$ cat config.mk
export PLATFORM = sky130hd
export DESIGN_NAME = menu_text_renderer
export DESIGN_NICKNAME = d
export VERILOG_FILES = /design/src/rtl/menu_pkg.sv /design/src/rtl/menu_cell_fetch.sv /design/src/rtl/menu_text_renderer.sv
export SDC_FILE = /design/constraint.sdc
export NUM_CORES = 1
export LEC_CHECK = 0
export ABC_AREA = 0
export CAP_MARGIN = 20
export CORE_ASPECT_RATIO = 1.2
export CORE_UTILIZATION = 28
export CTS_BUF_LIST = sky130_fd_sc_hd__clkbuf_8
export CTS_CLUSTER_SIZE = 40
export DETAILED_ROUTE_END_ITERATION = 8
export GPL_ROUTABILITY_DRIVEN = 0
export PLACE_DENSITY_LB_ADDON = 0.05
export SETUP_SLACK_MARGIN = 0.3
export SKIP_CTS_REPAIR_TIMING = 1
export SYNTH_ARGS = -nofsm -noshare
export SYNTH_HDL_FRONTEND = slang
export SYNTH_SLANG_ARGS = --single-unit
export TNS_END_PERCENT = 10
$ cat constraint.sdc
create_clock -name clk -period 3.4 [get_ports clk]
set_input_delay 0.34 -clock clk [delete_from_list [all_inputs] [get_ports clk]]
set_output_delay 0.34 -clock clk [all_outputs]
set_load 0.01 [all_outputs]
$ cat src/rtl/menu_pkg.sv
// menu_pkg: shared constants, fetch FSM state type and RAM address helper for
// the menu text overlay renderer.
//   COLS/ROWS         : character grid (32x28 cells, 256x224 pixels)
//   TEXT_BASE         : byte address of cell (0,0)
//   FONT_BASE         : byte address of glyph 0, row 0 (8 bytes per glyph)
//   MENU_AW/MENU_DW   : RAM port-B address / data widths
package menu_pkg;

   localparam int unsigned COLS    = 32;
   localparam int unsigned ROWS    = 28;
   localparam int unsigned MENU_AW = 11;
   localparam int unsigned MENU_DW = 8;
   localparam int unsigned LINES   = ROWS * 8;
   localparam int unsigned PIXELS  = COLS * 8;

   localparam logic [MENU_AW-1:0] TEXT_BASE = 11'h000;
   localparam logic [MENU_AW-1:0] FONT_BASE = 11'h400;

   typedef enum logic [2:0] {
      FS_IDLE,
      FS_CHAR,
      FS_CODE,
      FS_GLYPH,
      FS_FULL
   } fetch_state_t;

   // glyph_sel=0: text cell address for (col, line fy).
   // glyph_sel=1: font row address for 7-bit code on line fy.
   function automatic logic [MENU_AW-1:0] menu_addr(
      input logic       glyph_sel,
      input logic [6:0] code,
      input logic [4:0] col,
      input logic [7:0] fy
   );
      logic [MENU_AW-1:0] row_idx;
      row_idx = MENU_AW'(fy[7:3]);
      if (glyph_sel)
         return FONT_BASE + {1'b0, code, fy[2:0]};
      return TEXT_BASE + row_idx * MENU_AW'(COLS) + MENU_AW'(col);
   endfunction

endpackage

$ cat src/rtl/menu_cell_fetch.sv
// menu_cell_fetch: walks the text grid in raster order, fetching a character
// code then the matching glyph row for every cell of every scanline, and holds
// the result in a one-entry prefetch register.
//   clk, reset      : clock, synchronous active-high reset
//   frame_start     : restart fetching at cell (0,0), flushing the prefetch
//   take            : shifter consumes the prefetch entry this cycle
//   mem_ce/mem_addr : RAM port-B read enable / address
//   mem_dout        : RAM port-B data, one cycle after the sampling edge
//   pf_valid/pf_glyph/pf_inv : prefetch entry (glyph row, invert flag)
module menu_cell_fetch
   import menu_pkg::*;
(
   input  logic               clk,
   input  logic               reset,
   input  logic               frame_start,
   input  logic               take,
   output logic               mem_ce,
   output logic [MENU_AW-1:0] mem_addr,
   input  logic [MENU_DW-1:0] mem_dout,
   output logic               pf_valid,
   output logic [MENU_DW-1:0] pf_glyph,
   output logic               pf_inv
);

   fetch_state_t state, state_nxt;
   logic [4:0]   col;
   logic [7:0]   fy;
   logic         code_inv;
   logic         last_cell;

   assign last_cell = (col == 5'(COLS - 1)) && (fy == 8'(LINES - 1));

   always_ff @(posedge clk) begin
      if (reset) state <= FS_IDLE;
      else       state <= state_nxt;
   end

   // The glyph address in CODE is formed straight from mem_dout so that the
   // font read is issued in the cycle the code arrives; this keeps the cell
   // cost at 4 cycles (CHAR, CODE, GLYPH, FULL).
   always_comb begin
      state_nxt = state;
      mem_ce    = 1'b0;
      mem_addr  = '0;
      unique case (state)
         FS_IDLE: ;
         FS_CHAR: begin
            mem_ce    = 1'b1;
            mem_addr  = menu_addr(1'b0, 7'd0, col, fy);
            state_nxt = FS_CODE;
         end
         FS_CODE: begin
            mem_ce    = 1'b1;
            mem_addr  = menu_addr(1'b1, mem_dout[6:0], col, fy);
            state_nxt = FS_GLYPH;
         end
         FS_GLYPH: state_nxt = FS_FULL;
         FS_FULL: begin
            if (take) state_nxt = last_cell ? FS_IDLE : FS_CHAR;
         end
         default: state_nxt = FS_IDLE;
      endcase
      if (frame_start) state_nxt = FS_CHAR;
   end

   always_ff @(posedge clk) begin
      if (reset) begin
         col      <= '0;
         fy       <= '0;
         code_inv <= 1'b0;
         pf_valid <= 1'b0;
         pf_glyph <= '0;
         pf_inv   <= 1'b0;
      end else if (frame_start) begin
         col      <= '0;
         fy       <= '0;
         pf_valid <= 1'b0;
      end else begin
         unique case (state)
            FS_CODE: code_inv <= mem_dout[7];
            FS_GLYPH: begin
               pf_glyph <= mem_dout;
               pf_inv   <= code_inv;
               pf_valid <= 1'b1;
            end
            FS_FULL: begin
               if (take) begin
                  pf_valid <= 1'b0;
                  if (col == 5'(COLS - 1)) begin
                     col <= '0;
                     fy  <= fy + 8'd1;
                  end else begin
                     col <= col + 5'd1;
                  end
               end
            end
            default: ;
         endcase
      end
   end

endmodule

$ cat src/rtl/menu_text_renderer.sv
// menu_text_renderer: renders the 32x28 text menu as a 256x224 1-bit overlay
// stream from port B of the menu RAM.
//   clk, reset      : clock, synchronous active-high reset
//   frame_start     : one-cycle pulse, (re)starts rendering at pixel (0,0)
//   mem_ce/mem_addr : RAM port-B read enable / address
//   mem_dout        : RAM port-B read data
//   out_valid/out_ready : pixel handshake to the video mixer
//   out_pixel       : 1 = foreground
//   out_x/out_y     : pixel column / line
//   out_last        : high with pixel (255,223)
module menu_text_renderer
   import menu_pkg::*;
(
   input  logic               clk,
   input  logic               reset,
   input  logic               frame_start,
   output logic               mem_ce,
   output logic [MENU_AW-1:0] mem_addr,
   input  logic [MENU_DW-1:0] mem_dout,
   output logic               out_valid,
   input  logic               out_ready,
   output logic               out_pixel,
   output logic [7:0]         out_x,
   output logic [7:0]         out_y,
   output logic               out_last
);

   logic               pf_valid;
   logic [MENU_DW-1:0] pf_glyph;
   logic               pf_inv;
   logic               take;
   logic               handshake;
   logic               cell_end;
   logic [MENU_DW-1:0] sh_glyph;
   logic               sh_inv;
   logic               sh_valid;

   menu_cell_fetch u_fetch (
      .clk         (clk),
      .reset       (reset),
      .frame_start (frame_start),
      .take        (take),
      .mem_ce      (mem_ce),
      .mem_addr    (mem_addr),
      .mem_dout    (mem_dout),
      .pf_valid    (pf_valid),
      .pf_glyph    (pf_glyph),
      .pf_inv      (pf_inv)
   );

   assign handshake = sh_valid & out_ready;
   assign cell_end  = handshake & (out_x[2:0] == 3'd7);
   // An abort must not load the prefetch of the frame being discarded.
   assign take      = pf_valid & ~frame_start & (~sh_valid | cell_end);

   always_ff @(posedge clk) begin
      if (reset) begin
         sh_valid <= 1'b0;
         sh_glyph <= '0;
         sh_inv   <= 1'b0;
         out_x    <= '0;
         out_y    <= '0;
      end else if (frame_start) begin
         sh_valid <= 1'b0;
         out_x    <= '0;
         out_y    <= '0;
      end else begin
         if (handshake) begin
            out_x <= out_x + 8'd1;
            if (out_x == 8'(PIXELS - 1))
               out_y <= (out_y == 8'(LINES - 1)) ? '0 : out_y + 8'd1;
         end
         if (take) begin
            sh_glyph <= pf_glyph;
            sh_inv   <= pf_inv;
            sh_valid <= 1'b1;
         end else if (cell_end) begin
            sh_valid <= 1'b0;
         end
      end
   end

   assign out_valid = sh_valid;
   assign out_pixel = sh_glyph[out_x[2:0]] ^ sh_inv;
   assign out_last  = sh_valid & (out_x == 8'(PIXELS - 1)) & (out_y == 8'(LINES - 1));

endmodule
=== Word level (Yosys, flattened, before mapping) ===
Cells that the tools add are included.
Widths: inputs -> output; s select.

* Bits in latches: 0
* Output and inout bits: 31
* Memories: 0
* Memory bits (read-only): 0
* Register bits after elaboration: 53
* Input port bits: 12
* Bits in writable memories: 0
* Word-level logic and storage cells: 74

* Bitwise gates (word level): 11
* Divide/modulo/power cells: 0
* Magnitude comparators: 1
* Multiply operators: 0
* Eq/ne operators: 12
* $add $sub $neg: 6
* Reductions and logical operators: 15
* Mux-type cells: 16
* Shifts and indexed selects: 0

{| class="wikitable"
|+ Operators with widths
! operator !! count
|-
| $add 8x1->8 const B || 3
|-
| $eq 8x8->1 const B || 3
|-
| $pmux 11 s2 || 1
|-
| $reduce_and 2->1 || 8
|-
| $pmux 3 s5 || 1
|-
| $add 10x5->11 || 1
|-
| $add 11x10->11 const A || 1
|-
| $mux 11 || 1
|-
| $mux 1 || 8
|-
| $mux 8 || 1
|-
| $and 1x1->1 || 6
|-
| $eq 3x2->1 const B || 2
|-
| $eq 3x3->1 const B || 2
|-
| $add 5x1->5 const B || 1
|-
| $eq 5x5->1 const B || 1
|-
| $mux 5 || 1
|-
| $lt 3x4->1 const B || 1
|-
| $ne 2x2->1 const B || 2
|-
| $reduce_bool 2->1 || 2
|-
| $reduce_or 2->1 || 2
|-
| $bmux 1 s3 || 1
|-
| $eq 3x1->1 const B || 1
|-
| $logic_not 3->1 || 1
|-
| $mux 3 || 1
|-
| other kinds (7) || 9
|}

=== Logic depth before layout (Yosys ltp) ===
Gate-level depths: netlist of run 1.

* Depth after elaboration: 7
* Gate-level depth with buffers: 8
* Gate-level depth less buffers: 7

=== By module ===
Synthesis of run 1 repeated with hierarchy kept, for this count alone.

* Cells, all modules: 296
* Area total of the unflattened synthesis: 2563.7 sq um

{| class="wikitable"
|+ By module, submodules not included
! module !! area each (sq um) !! times used !! cells an instance !! sequential area each (sq um)
|-
| menu_cell_fetch || 1365.1 || 1 || 168 || 540.5
|-
| menu_text_renderer || 1198.6 || 1 || 128 || 520.5
|}

=== Least setup slack after synthesis of run 1 ===
Ideal clock, no wire load.

* Kind: flip-flop to flip-flop
* Start point: reg out_x[1]
* End point: reg out_y[3]
* Data arrival time: 1879 ps
* Period minus slack after synthesis: 1949 ps
* Setup slack: 1451 ps
* Buffers on the path: 1
* Cell stages (with the launch flop): 7
* Data required time: 3331 ps
* Library setup time: 69 ps
* Path through: dfxtp_1 > ha_1 > nand4_1 > or4_1 > buf_2 > or3_1 > a21oi_2

* Cells in the longest elaborated chain, start to end: 2

{| class="wikitable"
|+ RTL lines
! element !! RTL line !! text
|-
| start, declared || menu_text_renderer.sv:23 || <nowiki>output logic [7:0] out_x,</nowiki>
|-
| start signal, assigned || menu_text_renderer.sv:69 || <nowiki>out_x <= out_x + 8'd1;</nowiki>
|-
| $eq 8x8->1 || menu_text_renderer.sv:70 || <nowiki>if (out_x == 8'(PIXELS - 1))</nowiki>
|-
| $reduce_and 2->1 (no line) || - ||
|-
| end signal, assigned || menu_text_renderer.sv:71 || <nowiki>out_y <= (out_y == 8'(LINES - 1)) ? '0 : out_y + 8'd1;</nowiki>
|-
| end, declared || menu_text_renderer.sv:24 || <nowiki>output logic [7:0] out_y,</nowiki>
|}

No other way between the ends.
A chain may end at the register's enable or synchronous reset.

=== Worst setup path in the final report of run 1 ===
* Start point: reg u_fetch.state[0]
* End point: out mem_addr[1]

* Cells in the longest elaborated chain, start to end: 2
* Elaborated cells on any way between the ends: 3
* Classes of those cells: eq/ne (2); mux (1)

{| class="wikitable"
|+ RTL lines
! element !! RTL line !! text
|-
| start, declared || menu_cell_fetch.sv:25 || <nowiki>fetch_state_t state, state_nxt;</nowiki>
|-
| start signal, assigned || menu_cell_fetch.sv:35 || <nowiki>else state <= state_nxt;</nowiki>
|-
| $eq 3x2->1 or $eq 3x1->1 (tied branches) || menu_cell_fetch.sv:45 || <nowiki>unique case (state)</nowiki>
|-
| $pmux 11 s2 * || menu_cell_fetch.sv:45 ||
|-
| end, declared || menu_text_renderer.sv:18 || <nowiki>output logic [MENU_AW-1:0] mem_addr,</nowiki>
|}

Mark *: on every way between the ends. The rest lies on a longest branch, timed or not.

==> summary.txt, run 1 <==
Synth
  – Synthesized flop and latch total: 53
  – Top cell type by total area after synthesis: dfxtp_1
  – Syn Nets: around 330
  – Top cells by area, synth: dfxtp_1 (42%), nand2_1 (7.9%), a21oi_1 (6.1%), nor2_1 (4.0%), a22oi_1 (3.0%)
  – Sequential fraction of the synthesis area: 0.420
  – Post-synth cell types: 47
  – Mapped Cells: 307
  – Yosys top cell area share: 0.420
  – Mean area per synthesized cell: about 8.2 µm²
  – Synth warn: 0
  – Mapped Area: around 0.0025 mm²

Route
  – Total Wirelength: 6.61 mm
  – Initial DRT Pass Iterations: 4
  – DR vias: about 2300
  – Remaining antenna violation count: 0
  – Vias per inst: about 4.9
  – DR DRC count: 0
  – Drt wl/cell: 14.4 µm
  – DRT iter0 DRCs: a little over 80

Clocking
  – Later-pin clock latency in the skew report: 310 ps
  – CTS tree: done
  – Clock transition at path regs: 110 ps
  – TritonCTS Buffers: 5
  – CTS sink count: 53
  – CTS H-tree depth: 2
  – Clk buf depth: 2
  – CTS Root Cell: clkbuf_8

Setup path
  – Crit path kind: flip-flop to output pin
  – CP max FO: 11
  – WP buf/inv: 1
  – Worst r2r path cells: 6
  – FF-to-FF End: u_fetch.col[3]
  – Arrival @ worst endpoint: 2360 ps
  – Critical Path Sink Type: output pin
  – CP Launch Type: flip-flop
  – Critical path's slowest cell: nor2b_1
  – R2r setup slk: 940 ps
  – R2R Path Start: out_x[0]
  – Critical Path RT: roughly 3100 ps
  – Critical path, cell by cell: nor2b_1 > a22oi_1 > nor2_1 > clkdlybuf4s50_1
  – Top delay family on crit path: simple AND/OR/NAND/NOR gates
  – Slowest Stage Delay on Critical Path: approximately 650 ps

STA
  – Slew Limit Fails: 0
  – Period utilisation layout: 0.795
  – Worst Skew: 9.19 ps
  – Max-slew headroom: 0.500
  – Fin crit period: 2700 ps
  – WHS: 461 ps
  – RSZ-0062 raised after global routing: false
  – Final setup vio count: 0
  – Sum of negative setup slack: 0 ps
  – Final hold vios: 0
  – Fmax achieved: 370 MHz
  – Actual slew at the worst max-slew pin: roughly 750 ps

Final layout
  – Area Growth Syn to Fin: 24.4%
  – Fill count: 925
  – Utilization after layout: 0.363
  – Layout cells sized above 1: 0.0673
  – Nets@finish: about 360
  – Reg area: 0.00106 mm²
  – Area of the multi-input gates: 0.00135 mm²
  – Cell area after layout: ~0.0031 mm²
  – N_diodes: 0
  – Commonest cells after routing, fill and taps aside: nand2_1 (53), dfxtp_1 (53), clkdlybuf4s50_1 (42), a21oi_1 (31), nor2_1 (27)

Floorplanning
  – Die height: 106 µm
  – Die Span X: 88.7 µm
  – Core area: 0.00866 mm²
  – Num ports: 43
  – Initial core utilization: 0.292
  – Core Rows: 37
  – Die area: 0.00940 mm²

Pwr
  – Tot Pwr: around 1.1 mW
  – Pwr Density: 359 mW/mm²
  – Leakage: just over 1 nW
  – Maximum VDD drop: roughly 160 µV

Run status
  – Status: complete, no violations

Placement
  – Dpl cell area: 0.00303 mm²
  – # port buffers: 42
  – HPWL Detailed: 4.67 mm

GRT
  – Largest net degree at the start of global routing: 25
  – Vias in the first global route: roughly 2200
  – Initial antenna violation count: 0
  – Remaining global-route overflow: 0
  – First-pass GRT wire length: 11.1 mm
  – Total GRT Usage: 0.151

Min path
  – Worst hold endpoint: u_fetch.pf_inv
  – HP Start: u_fetch.pf_inv
  – Worst Hold Class: flip-flop to flip-flop
  – Hold depth: 2

Flow run
  – Max cap viols: 0
-- synthesized netlist by cell type, drive strengths merged --
| master | n |
|---|---|
| o21a | 1 |
| a21oi | 32 |
| nor2b | 4 |
| xnor2 | 5 |
| and2 | 2 |
| a21bo | 1 |
| o31a | 1 |
| or2 | 3 |
| nor3 | 2 |
| a221oi | 1 |
| o21ai | 6 |
| nand2b | 1 |
| or3 | 3 |
| and4 | 2 |
| ha | 6 |
| or4 | 9 |
| inv | 8 |
| a31o | 1 |
| nor3b | 2 |
| nand3b | 2 |
| buf | 5 |
| nor4 | 6 |
| clkbuf | 12 |
| a22oi | 10 |
| a31oi | 1 |
| and3 | 1 |
| nand2 | 53 |
| mux2i | 3 |
| mux4 | 2 |
| a32o | 1 |
| dfxtp | 53 |
| nand3 | 15 |
| xor2 | 7 |
| o31ai | 3 |
| o211ai | 3 |
| o221a | 1 |
| o21bai | 1 |
| nand4 | 11 |
| nor2 | 27 |
-- report_power, final --
part,leakage [nW],internal (mW),switching [mW]
combinational,0.530,0.0234,0.0304
sequential,0.427,0.622,0.00330
clock,0.0585,0.221,0.225
-- worst reg2reg max path, delay by kind of cell, from the launching register on --
kind | cells | cell delay, ps
adders and majority gates | 2 | 500
AOI/OAI and AO/OA | 2 | 320
and+or+nand+nor | 2 | 1010
DFF | 1 | 560
-- sequential cells by signal, indices dropped and copies added, names as in the netlist --
name / cells
out_valid: 1
out_x: 8
out_y: 8
sh_glyph: 8
sh_inv: 1
u_fetch.code_inv: 1
u_fetch.col: 5
u_fetch.fy: 8
u_fetch.pf_glyph: 8
u_fetch.pf_inv: 1
u_fetch.pf_valid: 1
u_fetch.state: 3
-- cell type report --
cell class	instances	share of cell area
multi-input combinational	229	0.431
sequential	53	0.338
timing repair buffer	44	0.139
tap	117	0.0466
clock buffer	5	0.0219
clock inverter	3	0.0139
inverter	8	0.00957
-- metrics by stage --
stage	cells	setup WS (ps)
6_report	459	698
5_1_grt	459	479
4_1_cts	459	679
3_5_place_dp	451	947
3_3_place_gp	451	944
2_1_floorplan	307	1450
-- kinds of logic (layout without fill, tap and decap cells) --
group | after synthesis | after routing | share of synthesized area
simple gates | 143 | 143 | 0.280
compound gates | 63 | 63 | 0.156
flops | 53 | 53 | 0.420
buf+inv | 25 | 60 | 0.0431
xor+xnor | 12 | 12 | 0.0416
fa+ha+maj | 6 | 6 | 0.0297
mux | 5 | 5 | 0.0297
-- worst max path at each step --
stage | from | to | slack, ps | cells past startpoint
final | u_fetch.state[0] | mem_addr[1] | 700 | 4
after global routing | u_fetch.state[0] | mem_addr[0] | 480 | 4
after CTS | u_fetch.state[0] | mem_addr[1] | 680 | 4
after detailed placement | frame_start | u_fetch.col[3] | 950 | 5
after global placement | out_x[0] | u_fetch.col[3] | 940 | 6
after floorplan | out_x[1] | out_y[3] | 1450 | 6
-- per-layer routing --
layer	routed length [µm]	track usage	share of wire
met1	3230	0.204	0.49
met5	0	0	0
met2	3110	0.246	0.47
met3	201	0.0272	0.030
met4	72	0.0380	0.011
No activity file was read; power rests on OpenSTA's default activity.
==> inputs of run 2 (changes only) <==
==> constraint.sdc (replaced) <==
create_clock -name clk -period 2.7 [get_ports clk]
set_input_delay 0.27 -clock clk [delete_from_list [all_inputs] [get_ports clk]]
set_output_delay 0.27 -clock clk [all_outputs]
set_load 0.01 [all_outputs]
==> run 2 against run 1 <==
  * Routed wire length rose by 3.6%
  * Global-route usage rose by 0.51 points
  * Clock skew rose by 1.8 ps
  * Clock power rose by 6.3%
  * Core utilization rose by 0.77 points
  * Combinational power rose by 34%
  * Power rose by 18%
  * Sequential power rose by 26%
  * First-iteration DRC count fell by 3.7%
  * Worst setup slack got worse by 410 ps
  * Worst hold slack got worse by 3.1 ps
  * Final area rose by 2.1%
  * Critical path type unchanged
  * Critical endpoint is now mem_addr[7]
==> summary.txt, run 2 (synthesis gave the netlist of run 1 again) <==
Run status
  – Status: complete, no violations (unchanged)

Min path
  – Worst Hold Class: flip-flop to flip-flop (unchanged)
  – Hold depth: 2 (unchanged)
  – HP Start: sh_glyph[1] (was u_fetch.pf_inv)

Setup path
  – Worst r2r path cells: 6 (unchanged)
  – Arrival @ worst endpoint: 2150 ps (was 2360 ps)
  – CP startpoint: u_fetch.state[0] (unchanged)
  – CP Launch Type: flip-flop (unchanged)
  – Critical Path Sink Type: output pin (unchanged)
  – Slowest Stage Delay on Critical Path: 550 ps (was 650 ps)
  – Critical path's slowest cell: clkdlybuf4s50_1 (was nor2b_1)
  – CP max FO: 8 (was 11)
  – Critical path, cell by cell: nor2b_1 > buf_4 > a22oi_1 > nor2_1 > clkdlybuf4s50_1 (was nor2b_1 > a22oi_1 > nor2_1 > clkdlybuf4s50_1)
  – Top delay family on crit path: buffers and inverters (was simple AND/OR/NAND/NOR gates)
  – WP depth: 5 (was 4)
  – R2R Path Start: u_fetch.col[1] (was out_x[0])
  – WP buf/inv: 2 (was 1)
  – Crit path kind: flip-flop to output pin (unchanged)
  – Critical Path RT: 2430 ps (was 3060 ps)

Clocking
  – Clk buf depth: 2 (unchanged)
  – Clock transition at path regs: 110 ps (about the same)
  – CTS Root Cell: clkbuf_8 (unchanged)
  – Later-pin clock latency in the skew report: 310 ps (about the same)
  – TritonCTS Buffers: 5 (unchanged)
  – CTS H-tree depth: 2 (unchanged)
  – CTS tree: done (unchanged)
  – CTS sink count: 53 (unchanged)

Floorplanning
  – Die area: 0.00940 mm² (unchanged)
  – Initial core utilization: 0.292 (unchanged)
  – Num ports: 43 (unchanged)
  – Core Rows: 37 (unchanged)
  – Die height: 106 µm (unchanged)
  – Core area: 0.00866 mm² (unchanged)
  – Die Span X: 88.7 µm (unchanged)

Pwr
  – Leakage: 1.07 nW (was 1.02 nW)
  – Maximum VDD drop: 246 µV (was 163 µV)
  – Tot Pwr: 1.33 mW (was 1.13 mW)
  – Pwr Density: 416 mW/mm² (was 359 mW/mm²)

Final layout
  – Cell area after layout: 0.00321 mm² (was 0.00314 mm²)
  – Final std cells w/o fill: 469 (was 459)
  – Area Growth Syn to Fin: 27.0% (was 24.4%)
  – Commonest non-fill, non-tap cell in the layout: nand2_1
  – Commonest cells after routing, fill and taps aside: nand2_1 (53), dfxtp_1 (51), clkdlybuf4s50_1 (41), a21oi_1 (31), nor2_1 (27) (was nand2_1 (53), dfxtp_1 (53), clkdlybuf4s50_1 (42), a21oi_1 (31), nor2_1 (27))
  – Utilization after layout: 0.370 (was 0.363)
  – Nets@finish: 369 (was 359)
  – Fill count: 962 (was 925)
  – N_diodes: 0 (unchanged)
  – Layout cells sized above 1: 0.102 (was 0.0673)

STA
  – Sum of negative setup slack: 0 ps (unchanged)
  – Final hold vios: 0 (unchanged)
  – Fin crit period: 2420 ps
  – RSZ-0062 raised after global routing: true (was false)
  – Max-slew headroom: 0.619 (was 0.500)
  – Slew Limit Fails: 0 (unchanged)
  – Final setup vio count: 0 (unchanged)
  – WHS: 458 ps (was 461 ps)
  – Worst Skew: 11.0 ps (was 9.19 ps)
  – Actual slew at the worst max-slew pin: 569 ps (was 749 ps)
  – Period utilisation layout: 0.895
  – Setup ws final: 284 ps (was 698 ps)
  – Fmax achieved: 414 MHz

Placement
  – # port buffers: 42 (unchanged)
  – Placement Setup Slack: 394 ps (was 947 ps)
  – Dpl cell area: 0.00310 mm² (was 0.00303 mm²)
  – DP Cell Count: 461 (was 451)
  – HPWL Detailed: 4.90 mm (was 4.67 mm)

GRT
  – Remaining global-route overflow: 0 (unchanged)
  – GR met2 Demand/Resource: 0.255 (was 0.246)
  – M3 GR Usage: 0.0318 (was 0.0272)
  – Largest net degree at the start of global routing: 22 (was 25)
  – First-pass GRT wire length: 11.3 mm (was 11.1 mm)
  – GR peak layer: met2 (unchanged)
  – Total GRT Usage: 0.156 (was 0.151)
  – GR Util met1: 0.207 (was 0.204)
  – Vias in the first global route: 2228 (was 2175)
  – Initial antenna violation count: 0 (unchanged)

Flow run
  – Max cap viols: 0 (unchanged)

Route
  – Total Wirelength: 6.85 mm (was 6.61 mm)
  – Drt wl/cell: 14.6 µm (was 14.4 µm)
  – DR vias: 2339 (was 2259)
  – Remaining antenna violation count: 0 (unchanged)
  – Vias per inst: 4.99 (was 4.92)
  – DRT iter0 DRCs: 78 (was 81)
  – DR DRC count: 0 (unchanged)
  – Initial DRT Pass Iterations: 4 (unchanged)
run 2: power breakdown:
group | switching, mW | total [mW] | internal (mW)
clock | 0.286 | 0.474 | 0.188
sequential | 0.00448 | 0.787 | 0.783
combinational | 0.0398 | 0.0724 | 0.0326
run 2: routing by layer:
| layer | share of wire | routed length (µm) |
|---|---|---|
| met5 | 0 | 0 |
| met4 | 0.012 | 82 |
| met3 | 0.045 | 311 |
| met2 | 0.47 | 3220 |
| met1 | 0.47 | 3230 |
run 2: worst paths after layout:
| path | slack [ps] | to |
|---|---|---|
| worst max-delay path | 280 | mem_addr[7] |
| worst min-delay path | 460 | sh_glyph[1] |
| worst max register to register | 590 | u_fetch.fy[5] |
| worst min register to register | 460 | sh_glyph[1] |
run 2: layout make-up:
cell class / instances / area (µm²) / share of cell area
multi-input cells: 229 / 1360 / 0.423
clock buffers: 5 / 68.8 / 0.0215
inverters: 8 / 30.0 / 0.00937
clock inverters: 3 / 25.0 / 0.00781
well taps: 117 / 146 / 0.0457
repair buffers: 54 / 513 / 0.160
flip-flops and latches: 53 / 1070 / 0.333
run 2: worst register-to-register path, delay by kind of cell (launching register included):
kind	cells	cell delay, ps
adders and majority gates	2	530
and+or+nand+nor	3	950
AOI/OAI and AO/OA	1	150
DFF	1	420
